**config.mk**
```make
export PLATFORM = sky130hd
export DESIGN_NAME = legv8_fetch_unit_flat
export DESIGN_NICKNAME = d
export VERILOG_FILES = /design/src/rtl/legv8_fetch_pkg.sv /design/src/rtl/legv8_fetch_if.sv /design/src/rtl/legv8_next_pc.sv /design/src/rtl/legv8_fetch_unit.sv /design/src/flat_wrapper.sv
export SDC_FILE = /design/constraint.sdc
export NUM_CORES = 1
export LEC_CHECK = 0
export BUFFER_PORTS_ARGS = -buffer_cell sky130_fd_sc_hd__buf_2
export CORE_UTILIZATION = 23
export DETAILED_ROUTE_END_ITERATION = 8
export PLACE_DENSITY = 0.54
export SYNTH_ARGS = -nofsm -noshare
export SYNTH_HDL_FRONTEND = slang
export SYNTH_SLANG_ARGS = --single-unit
```
**constraint.sdc**
```tcl
create_clock -name CLK -period 3.6 [get_ports CLK]
set_input_delay 0.54 -clock CLK [delete_from_list [all_inputs] [get_ports CLK]]
set_output_delay 0.54 -clock CLK [all_outputs]
set_load 0.02 [all_outputs]
```
**src/rtl/legv8_fetch_pkg.sv**
```systemverilog
// Shared types and constants for the LEGv8 instruction-fetch stage.
package legv8_fetch_pkg;

  typedef enum logic [1:0] {
    S_IDLE  = 2'd0,
    S_FETCH = 2'd1,
    S_EXEC  = 2'd2,
    S_FAULT = 2'd3
  } fetch_state_t;

  localparam int INSTR_W    = 32;
  localparam int ADDR_W     = 64;
  localparam int OPCODE_MSB = 31;
  localparam int OPCODE_LSB = 21;
  localparam logic [ADDR_W-1:0] PC_INCR = 64'd4;

endpackage

```
**src/rtl/legv8_fetch_if.sv**
```systemverilog
// Instruction-memory req/ack bus between the fetch unit (master) and imem (slave).
interface legv8_fetch_if;
  import legv8_fetch_pkg::*;

  logic               imem_req;
  logic [ADDR_W-1:0]  imem_addr;
  logic               imem_ack;
  logic [INSTR_W-1:0] imem_rdata;

  modport master (output imem_req, imem_addr, input imem_ack, imem_rdata);
  modport slave  (input imem_req, imem_addr, output imem_ack, imem_rdata);

endinterface

```
**src/rtl/legv8_next_pc.sv**
```systemverilog
// Combinational next-PC selection: unconditional branch, taken CBZ-style branch, or PC+4.
module legv8_next_pc
  import legv8_fetch_pkg::*;
(
  input  logic [ADDR_W-1:0] pc,
  input  logic [ADDR_W-1:0] branch_offset,
  input  logic              branch,
  input  logic              uncond_branch,
  input  logic              zero,
  output logic [ADDR_W-1:0] next_pc
);

  logic [ADDR_W-1:0] target;

  // Word offset to byte offset; the two MSBs fall off and the add wraps mod 2^64.
  assign target = pc + (branch_offset << 2);

  always_comb begin
    next_pc = pc + PC_INCR;
    if (uncond_branch) begin
      next_pc = target;
    end else if (branch && zero) begin
      next_pc = target;
    end
  end

endmodule

```
**src/rtl/legv8_fetch_unit.sv**
```systemverilog
// Fetch/PC-sequencing FSM: requests one instruction, holds it while the datapath executes, then advances PC.
module legv8_fetch_unit
  import legv8_fetch_pkg::*;
#(
  parameter logic [ADDR_W-1:0] RESET_PC     = 64'h0,
  parameter int                IMEM_TIMEOUT = 16
) (
  input  logic                           CLK,
  input  logic                           Reset_L,
  legv8_fetch_if.master                  imem,
  output logic [INSTR_W-1:0]             Instruction,
  output logic [OPCODE_MSB-OPCODE_LSB:0] Opcode,
  output logic                           instr_valid,
  input  logic                           exec_done,
  input  logic                           Branch,
  input  logic                           Uncondbranch,
  input  logic                           Zero,
  input  logic [ADDR_W-1:0]              BranchOffset,
  output logic [ADDR_W-1:0]              PC,
  output logic                           fetch_fault
);

  localparam int CNT_W = (IMEM_TIMEOUT > 1) ? $clog2(IMEM_TIMEOUT) : 1;
  localparam logic [CNT_W-1:0] CNT_LIMIT = CNT_W'(IMEM_TIMEOUT - 1);

  fetch_state_t       state;
  logic [ADDR_W-1:0]  pc_q;
  logic [ADDR_W-1:0]  next_pc;
  logic [INSTR_W-1:0] instr_q;
  logic [CNT_W-1:0]   wait_cnt;
  logic               req_q;
  logic               valid_q;
  logic               fault_q;

  legv8_next_pc u_next_pc (
    .pc            (pc_q),
    .branch_offset (BranchOffset),
    .branch        (Branch),
    .uncond_branch (Uncondbranch),
    .zero          (Zero),
    .next_pc       (next_pc)
  );

  // Outputs are registered alongside the state so they change only on CLK.
  always_ff @(posedge CLK) begin
    if (!Reset_L) begin
      state    <= S_IDLE;
      pc_q     <= RESET_PC;
      instr_q  <= '0;
      wait_cnt <= '0;
      req_q    <= 1'b0;
      valid_q  <= 1'b0;
      fault_q  <= 1'b0;
    end else begin
      case (state)
        S_IDLE: begin
          state <= S_FETCH;
          req_q <= 1'b1;
        end
        S_FETCH: begin
          // An ack on the limit cycle still wins over the timeout.
          if (imem.imem_ack) begin
            instr_q  <= imem.imem_rdata;
            wait_cnt <= '0;
            req_q    <= 1'b0;
            valid_q  <= 1'b1;
            state    <= S_EXEC;
          end else if (wait_cnt == CNT_LIMIT) begin
            req_q   <= 1'b0;
            fault_q <= 1'b1;
            state   <= S_FAULT;
          end else begin
            wait_cnt <= wait_cnt + 1'b1;
          end
        end
        S_EXEC: begin
          if (exec_done) begin
            pc_q    <= next_pc;
            valid_q <= 1'b0;
            req_q   <= 1'b1;
            state   <= S_FETCH;
          end
        end
        S_FAULT: begin
          state <= S_FAULT;
        end
        default: begin
          state   <= S_IDLE;
          req_q   <= 1'b0;
          valid_q <= 1'b0;
        end
      endcase
    end
  end

  assign imem.imem_req  = req_q;
  assign imem.imem_addr = pc_q;
  assign Instruction    = instr_q;
  assign Opcode         = instr_q[OPCODE_MSB:OPCODE_LSB];
  assign instr_valid    = valid_q;
  assign PC             = pc_q;
  assign fetch_fault    = fault_q;

endmodule

```
**src/flat_wrapper.sv**
```systemverilog
// flat-port wrapper written by rule: the top's interface ports become plain ports
module legv8_fetch_unit_flat import legv8_fetch_pkg::*;
#(
  parameter logic [ADDR_W-1:0] RESET_PC     = 64'h0,
  parameter int                IMEM_TIMEOUT = 16
)
  (CLK, Reset_L, Instruction, Opcode, instr_valid, exec_done, Branch, Uncondbranch, Zero, BranchOffset, PC, fetch_fault, imem_imem_req, imem_imem_addr, imem_imem_ack, imem_imem_rdata);
  legv8_fetch_if imem_i ();
  input  logic CLK;
  input  logic Reset_L;
  output logic [INSTR_W-1:0] Instruction;
  output logic [OPCODE_MSB-OPCODE_LSB:0] Opcode;
  output logic instr_valid;
  input  logic exec_done;
  input  logic Branch;
  input  logic Uncondbranch;
  input  logic Zero;
  input  logic [ADDR_W-1:0] BranchOffset;
  output logic [ADDR_W-1:0] PC;
  output logic fetch_fault;
  output wire logic [$bits(imem_i.imem_req)-1:0] imem_imem_req;
  output wire logic [$bits(imem_i.imem_addr)-1:0] imem_imem_addr;
  input wire logic [$bits(imem_i.imem_ack)-1:0] imem_imem_ack;
  input wire logic [$bits(imem_i.imem_rdata)-1:0] imem_imem_rdata;
  assign imem_imem_req = imem_i.imem_req;
  assign imem_imem_addr = imem_i.imem_addr;
  assign imem_i.imem_ack = imem_imem_ack;
  assign imem_i.imem_rdata = imem_imem_rdata;
  legv8_fetch_unit #(.RESET_PC(RESET_PC), .IMEM_TIMEOUT(IMEM_TIMEOUT)) u_core (.CLK(CLK), .Reset_L(Reset_L), .imem(imem_i), .Instruction(Instruction), .Opcode(Opcode), .instr_valid(instr_valid), .exec_done(exec_done), .Branch(Branch), .Uncondbranch(Uncondbranch), .Zero(Zero), .BranchOffset(BranchOffset), .PC(PC), .fetch_fault(fetch_fault));
endmodule
```
==> flow_metrics.env, run 1 <==
export IMPL_cts_sinks=103
export IMPL_min_path_cells=3
export IMPL_synthCells=1399
export IMPL_die_w_um=208
export IMPL_slew_limit_headroom_pct=21.0
export IMPL_io_pins=277
export IMPL_postRouteWirelength_mm=39.0
export IMPL_grt_overflow_total=0
export IMPL_grt_pass1_wl_mm=59.2
export IMPL_reg2reg_depth=13
export IMPL_drive_gt1_share_pct=24.9
export IMPL_clk_path_buf_depth=2
export IMPL_power_density_nw_per_um2=255
export IMPL_slew_violations=0
export IMPL_reg2reg_slack_ns=0.21
export IMPL_p_leak_uw=0.00543
export IMPL_dr_pass1_iters=5
export IMPL_r2r_start="u_core.PC[2]$_SDFFE_PN0P_"
export IMPL_busiest_layer="met2"
export IMPL_dieArea_um2=43400
export IMPL_drtIter0Drc=974
export IMPL_hp_start="imem_imem_rdata[26]"
export IMPL_synth_commonest_cells="a21oi_1 (204), nand2_1 (184), nor2_1 (108), o21ai_0 (106), dfxtp_1 (103)"
export IMPL_gp_congestion=0.920
export IMPL_path_cells="ha_1 -> fa_1 -> a21oi_1 -> o211ai_1 -> and2_1 -> o211a_1 -> o21ai_0 -> buf_4 -> a211oi_1 -> buf_4 -> o21bai_1 -> mux2_2 -> o2bb2ai_1"
export IMPL_p_int_uw=1940
export IMPL_rsz0062_at_grt="false"
export IMPL_synth_top_area_share_pct=21.1
export IMPL_r2r_end="u_core.PC[54]$_SDFFE_PN0P_"
export IMPL_wire_per_inst_um=18.0
export IMPL_grt_pass1_vias=10372
export IMPL_path_buf_inv=2
export IMPL_finish_utilization_pct=28.3
export IMPL_hold_viol=0
export IMPL_finalSetupViolCount=0
export IMPL_max_cap_violations=0
export IMPL_clk_pin_slew_ns=0.09
export IMPL_grt_max_degree=54
export IMPL_tritoncts="built"
export IMPL_ys_warn_count=0
export IMPL_cts_resized=0
export IMPL_yosysUniqueCellTypes=82
export IMPL_combPwrFrac_pct=25.9
export IMPL_synthFlopType="dfxtp_1"
export IMPL_power_uw=3030
export IMPL_cp_required_ns=3.92
export IMPL_die_h_um=208
export IMPL_synth_area_top_cells="dfxtp_1 (21%), a21oi_1 (10%), ha_1 (8.1%), nand2_1 (7.1%), buf_4 (5.9%)"
export IMPL_coreArea_um2=41900
export IMPL_cts_root_buf="clkbuf_16"
export IMPL_min_delay_worst_endpoint="u_core.Instruction[26]$_SDFFE_PN0P_"
export IMPL_dp_final_hpwl_mm=30.4
export IMPL_max_freq_ghz=0.295
export IMPL_cts_setup_buffers=0
export IMPL_areaGrowthSynthToFinish_pct=21.5
export IMPL_fin_area_um2=11900
export IMPL_worstSkewPairLatency_ns=0.38
export IMPL_crit_top_cell="buf_4"
export IMPL_synth_seq_area_share_pct=21.1
export IMPL_crit_family="compound AO/OA/AOI/OAI gates"
export IMPL_cts_buffers=9
export IMPL_status="complete, no violations"
export IMPL_synth_area_um2=9790
export IMPL_num_vias=11205
export IMPL_drc_errors=0
export IMPL_synth_edf_count=0
export IMPL_cp_max_fo=3
export IMPL_yosysTopAreaCell="dfxtp_1"
export IMPL_fin_crit_ns=3.39
export IMPL_ys_ff_latch=103
export IMPL_viasPerCell=5.19
export IMPL_worst_pin_slew_ns=1.18
export IMPL_hold_path_class="in2reg"
export IMPL_p_switching_uw=1080
export IMPL_clkPwrFrac_pct=34.0
export IMPL_num_nets_final=1783
export IMPL_start_kind="flop"
export IMPL_period_share_pct=94.3
export IMPL_syn_area_per_cell_um2=7.00
export IMPL_skew_ns=0.0144
export IMPL_criticalPathCategory="reg2reg"
export IMPL_grt_use_met2_pct=28.5
export IMPL_yosysMostFrequentCell="a21oi_1"
export IMPL_antenna_found_initial=1
export IMPL_crit_arrival_ns=3.71
export IMPL_sw_frac_of_total_pct=35.8
export IMPL_portBuffers=270
export IMPL_grt_usage_pct=17.5
export IMPL_use_met3_pct=2.66
export IMPL_async_reset_ff_share_pct=0
export IMPL_start_util_pct=23.3
export IMPL_drt_antenna_violating_nets=0
export IMPL_num_rows=75
export IMPL_fin_hold_ws_ns=0.398
export IMPL_ir_drop_v=0.000224
export IMPL_cp_slowest_stage_delay_ns=0.39
export IMPL_cts_hold_buf=0
export IMPL_endpoint_kind="flop"
export IMPL_placed_area_um2=11600
export IMPL_htreeDepth=3
export IMPL_pwr_share_seq_pct=40.1
export IMPL_slowest_stage="fa_1"
export IMPL_gr_usage_met1_pct=23.5
-- how the worst max path moves through the flow --
stage                               from                    endpoint  slack (ns)  cells past startpoint
4_1_cts        u_core.PC[2]$_SDFFE_PN0P_  u_core.PC[54]$_SDFFE_PN0P_        0.22                     13
6_report       u_core.PC[2]$_SDFFE_PN0P_  u_core.PC[54]$_SDFFE_PN0P_        0.21                     13
5_1_grt        u_core.PC[2]$_SDFFE_PN0P_  u_core.PC[54]$_SDFFE_PN0P_        0.11                     13
3_3_place_gp             BranchOffset[0]  u_core.PC[54]$_SDFFE_PN0P_       -0.12                     14
2_1_floorplan            BranchOffset[0]  u_core.PC[46]$_SDFFE_PN0P_        0.59                     11
3_5_place_dp             BranchOffset[0]  u_core.PC[54]$_SDFFE_PN0P_       -0.13                     14
-- cells in the final DEF (no fill, tap or decap), types with 10 or more instances in the layout --
| cell | instances |
|---|---|
| a21o_1 | 31 |
| a21oi_1 | 203 |
| a31oi_1 | 19 |
| and2_1 | 12 |
| and3_1 | 22 |
| and4_1 | 12 |
| buf_2 | 270 |
| buf_4 | 84 |
| dfxtp_1 | 103 |
| ha_1 | 63 |
| inv_1 | 21 |
| nand2_1 | 184 |
| nand3_1 | 50 |
| nand4_1 | 30 |
| nor2_1 | 107 |
| nor2b_1 | 10 |
| nor3_1 | 33 |
| nor4_1 | 11 |
| o211ai_1 | 12 |
| o21a_1 | 11 |
| o21ai_0 | 106 |
| o21bai_1 | 20 |
| xnor2_1 | 22 |
| xor2_1 | 19 |
-- cells by family (layout without fill, tap and decap cells) --
logic type               after synthesis  after routing  synth area share [%]
AO/OA/AOI/OAI                        488            488                  30.4
flip-flops                           103            103                  21.1
buffers and inverters                173            391                  9.69
other                                  1              5                0.0383
XOR/XNOR                              41             41                  3.67
multiplexers                           7              7                 0.741
AND/OR/NAND/NOR                      522            522                  26.1
adder cells (fa/ha/maj)               64             64                  8.26
-- routing by layer --
layer | up-vias | share of wire [%]
li1 | 5470 | -
met1 | 5278 | 46
met2 | 408 | 46
met3 | 49 | 6.1
met4 | 0 | 2.0
met5 | - | 0
-- worst register-to-register path: stages, from the launching register on --
cell and delay, ns:
dfxtp_1 0.32, ha_1 0.20, fa_1 0.39, a21oi_1 0.23, o211ai_1 0.17, and2_1 0.21
o211a_1 0.26, o21ai_0 0.29, buf_4 0.19, a211oi_1 0.06, buf_4 0.16, o21bai_1 0.34
mux2_2 0.39, o2bb2ai_1 0.14
-- metrics by stage --
stage / setup slack (ns) / cells / setup TNS (ns)
after CTS: 0.222 / 2159 / 0
final: 0.206 / 2160 / 0
after detailed placement: -0.133 / 2144 / -0.310
after global placement: -0.123 / 2144 / -0.293
after floorplan: 0.587 / 1402 / 0
after global routing: 0.105 / 2159 / 0
-- power groups by stage --
stage	logic (uW)	registers, uW	clock network (uW)
6_report	785	1210	1030
3_5_place_dp	779	1240	0
3_3_place_gp	774	1240	0
2_1_floorplan	471	1280	0
4_1_cts	783	1220	1060
5_1_grt	859	1220	1100
-- sequential cells by signal, summed over array words and instances (netlist names) --
signal	count
u_core.Instruction	32
u_core.PC	62
u_core.fetch_fault	1
u_core.imem.imem_req	1
u_core.instr_valid	1
u_core.state	2
u_core.wait_cnt	4
-- cell type report --
class,instances,area [um2]
fillers,4649,30100
multi-input cells,1126,6810
flip-flops and latches,103,2060
repair buffers,354,1980
well taps,539,674
clock buffers,9,225
inverters,22,82.6
clock inverters,6,51.3
diodes,1,2.50
(Power assumes the default switching activity.)
==> inputs of run 2 (changes only) <==
SETUP_SLACK_MARGIN = 0.4   (was not set)
==> run 2 against run 1 <==
Effect of this change: die area is the same; clock skew up 0.00074 ns; final cell count is essentially flat; critical path depth down 2; critical path type unchanged.
==> flow_metrics.env, run 2 (synthesized netlist as in run 1, its figures left out) <==
export IMPL_r2r_start="u_core.PC[4]$_SDFFE_PN0P_"
export IMPL_grt_overflow_total=0
export IMPL_portBuffers=270
export IMPL_drtIter0Drc=1000
export IMPL_num_rows=75
export IMPL_grt_usage_pct=17.5
export IMPL_setup_slack_ns=0.483
export IMPL_largest_reg_flops=62
export IMPL_antenna_found_initial=1
export IMPL_drt_antenna_violating_nets=0
export IMPL_p_leak_uw=0.00541
export IMPL_fin_crit_ns=3.12
export IMPL_cp_required_ns=3.89
export IMPL_reg2reg_slack_ns=0.48
export IMPL_areaGrowthSynthToFinish_pct=22.2
export IMPL_r2r_end="u_core.PC[60]$_SDFFE_PN0P_"
export IMPL_criticalPathCategory="reg2reg"
export IMPL_hp_start="imem_imem_rdata[14]"
export IMPL_worst_pin_slew_ns=1.19
export IMPL_rsz0062_at_grt="true"
export IMPL_ir_drop_v=0.000225
export IMPL_grt_max_degree=54
export IMPL_postRouteWirelength_mm=39.0
export IMPL_min_delay_worst_endpoint="u_core.Instruction[14]$_SDFFE_PN0P_"
export IMPL_tritoncts="built"
export IMPL_crit_arrival_ns=3.41
export IMPL_num_nets_final=1784
export IMPL_clk_path_buf_depth=2
export IMPL_finalSetupViolCount=0
export IMPL_hold_path_class="in2reg"
export IMPL_worstSkewPairLatency_ns=0.38
export IMPL_die_w_um=208
export IMPL_status="complete, no violations"
export IMPL_io_pins=277
export IMPL_dp_final_hpwl_mm=30.4
export IMPL_dp_slack_ns=-0.133
export IMPL_drive_gt1_share_pct=25.8
export IMPL_hold_viol=0
export IMPL_cts_sinks=103
export IMPL_dr_pass1_iters=5
export IMPL_fin_setup_tns_ns=0
export IMPL_clk_pin_slew_ns=0.08
export IMPL_num_vias=11232
export IMPL_skew_ns=0.0152
export IMPL_max_cap_violations=0
export IMPL_mostFrequentLayoutCells="buf_2 (270), a21oi_1 (201), nand2_1 (184), nor2_1 (106), o21ai_0 (103)"
export IMPL_slew_violations=0
export IMPL_wire_per_inst_um=18.1
export IMPL_period_share_pct=86.6
export IMPL_viasPerCell=5.20
export IMPL_endpoint_kind="flop"
export IMPL_layout_commonest_cell="buf_2"
export IMPL_grt_pass1_vias=10384
export IMPL_cts_buffers=9
export IMPL_n_fill_cell=4638
export IMPL_start_util_pct=23.3
export IMPL_max_freq_ghz=0.321
export IMPL_coreArea_um2=41900
export IMPL_gp_congestion=0.920
export IMPL_reg2reg_depth=11
export IMPL_power_density_nw_per_um2=253
export IMPL_drc_errors=0
export IMPL_cp_max_fo=8
export IMPL_min_path_cells=3
export IMPL_die_h_um=208
export IMPL_dieArea_um2=43400
export IMPL_grt_pass1_wl_mm=59.2
export IMPL_slew_limit_headroom_pct=20.3
export IMPL_start_kind="flop"
export IMPL_finish_utilization_pct=28.5
export IMPL_cts_root_buf="clkbuf_16"
export IMPL_htreeDepth=3
run 2: metal layers:
metal	up-vias	wire, um	track usage, %
met2	453	18000	28.5
li1	5457	-	-
met1	5275	17700	23.5
met3	47	2480	2.66
met4	0	812	5.29
met5	-	0	0
run 2: how the worst max path moves through the flow:
stage / start / end / slack [ns] / cells after the start
floorplan: BranchOffset[0] / u_core.PC[46]$_SDFFE_PN0P_ / 0.59 / 11
global placement: BranchOffset[0] / u_core.PC[54]$_SDFFE_PN0P_ / -0.12 / 14
detailed placement: BranchOffset[0] / u_core.PC[54]$_SDFFE_PN0P_ / -0.13 / 14
CTS: u_core.PC[2]$_SDFFE_PN0P_ / u_core.PC[46]$_SDFFE_PN0P_ / 0.44 / 13
global route: u_core.PC[11]$_SDFFE_PN0P_ / u_core.PC[60]$_SDFFE_PN0P_ / 0.37 / 11
finish: u_core.PC[4]$_SDFFE_PN0P_ / u_core.PC[60]$_SDFFE_PN0P_ / 0.48 / 11
run 2: worst max-delay path: stages, from the launching register on:
cell,delay (ns)
dfxtp_1,0.40
ha_1,0.40
a21oi_2,0.09
o211ai_1,0.25
and2_1,0.25
o211ai_1,0.12
buf_4,0.17
a21o_1,0.21
a21oi_2,0.39
o2111ai_1,0.28
and4_1,0.26
o31ai_1,0.21
run 2: report_power, final:
group / switching [uW] / total (uW) / leakage, uW / internal (uW)
Combinational: 501 / 789 / 0.00444 / 288
Sequential: 36.6 / 1210 / 0.000836 / 1180
Clock: 549 / 1030 / 0.000139 / 480
Total: 1090 / 3030 / 0.00541 / 1950
run 2: area by class of cell:
type	count	area [um2]	area share [%]
diodes	1	2.50	0.0209
inverters	22	82.6	0.690
multi-input cells	1126	6870	57.5
flip-flops and latches	103	2060	17.2
well taps	539	674	5.64
clock buffers	9	225	1.88
repair buffers	355	1990	16.6
clock inverters	6	51.3	0.429
run 2: what timing repair did:
item                                    CTS  global route
setup buffers                             0             1
pin swaps                                 0             2
gates resized for setup                   4            15
endpoints found under the setup margin    5            18
hold buffers                              0             0
run 2: per-stage QoR:
stage | hold slack [ns] | std cells | area [um2] | power (uW)
2_1_floorplan | 0.454 | 1402 | 9800 | 1760
3_3_place_gp | 0.441 | 2144 | 11600 | 2010
3_5_place_dp | 0.444 | 2144 | 11600 | 2020
4_1_cts | 0.373 | 2159 | 11900 | 3060
5_1_grt | 0.384 | 2160 | 12000 | 3190
6_report | 0.396 | 2161 | 12000 | 3030
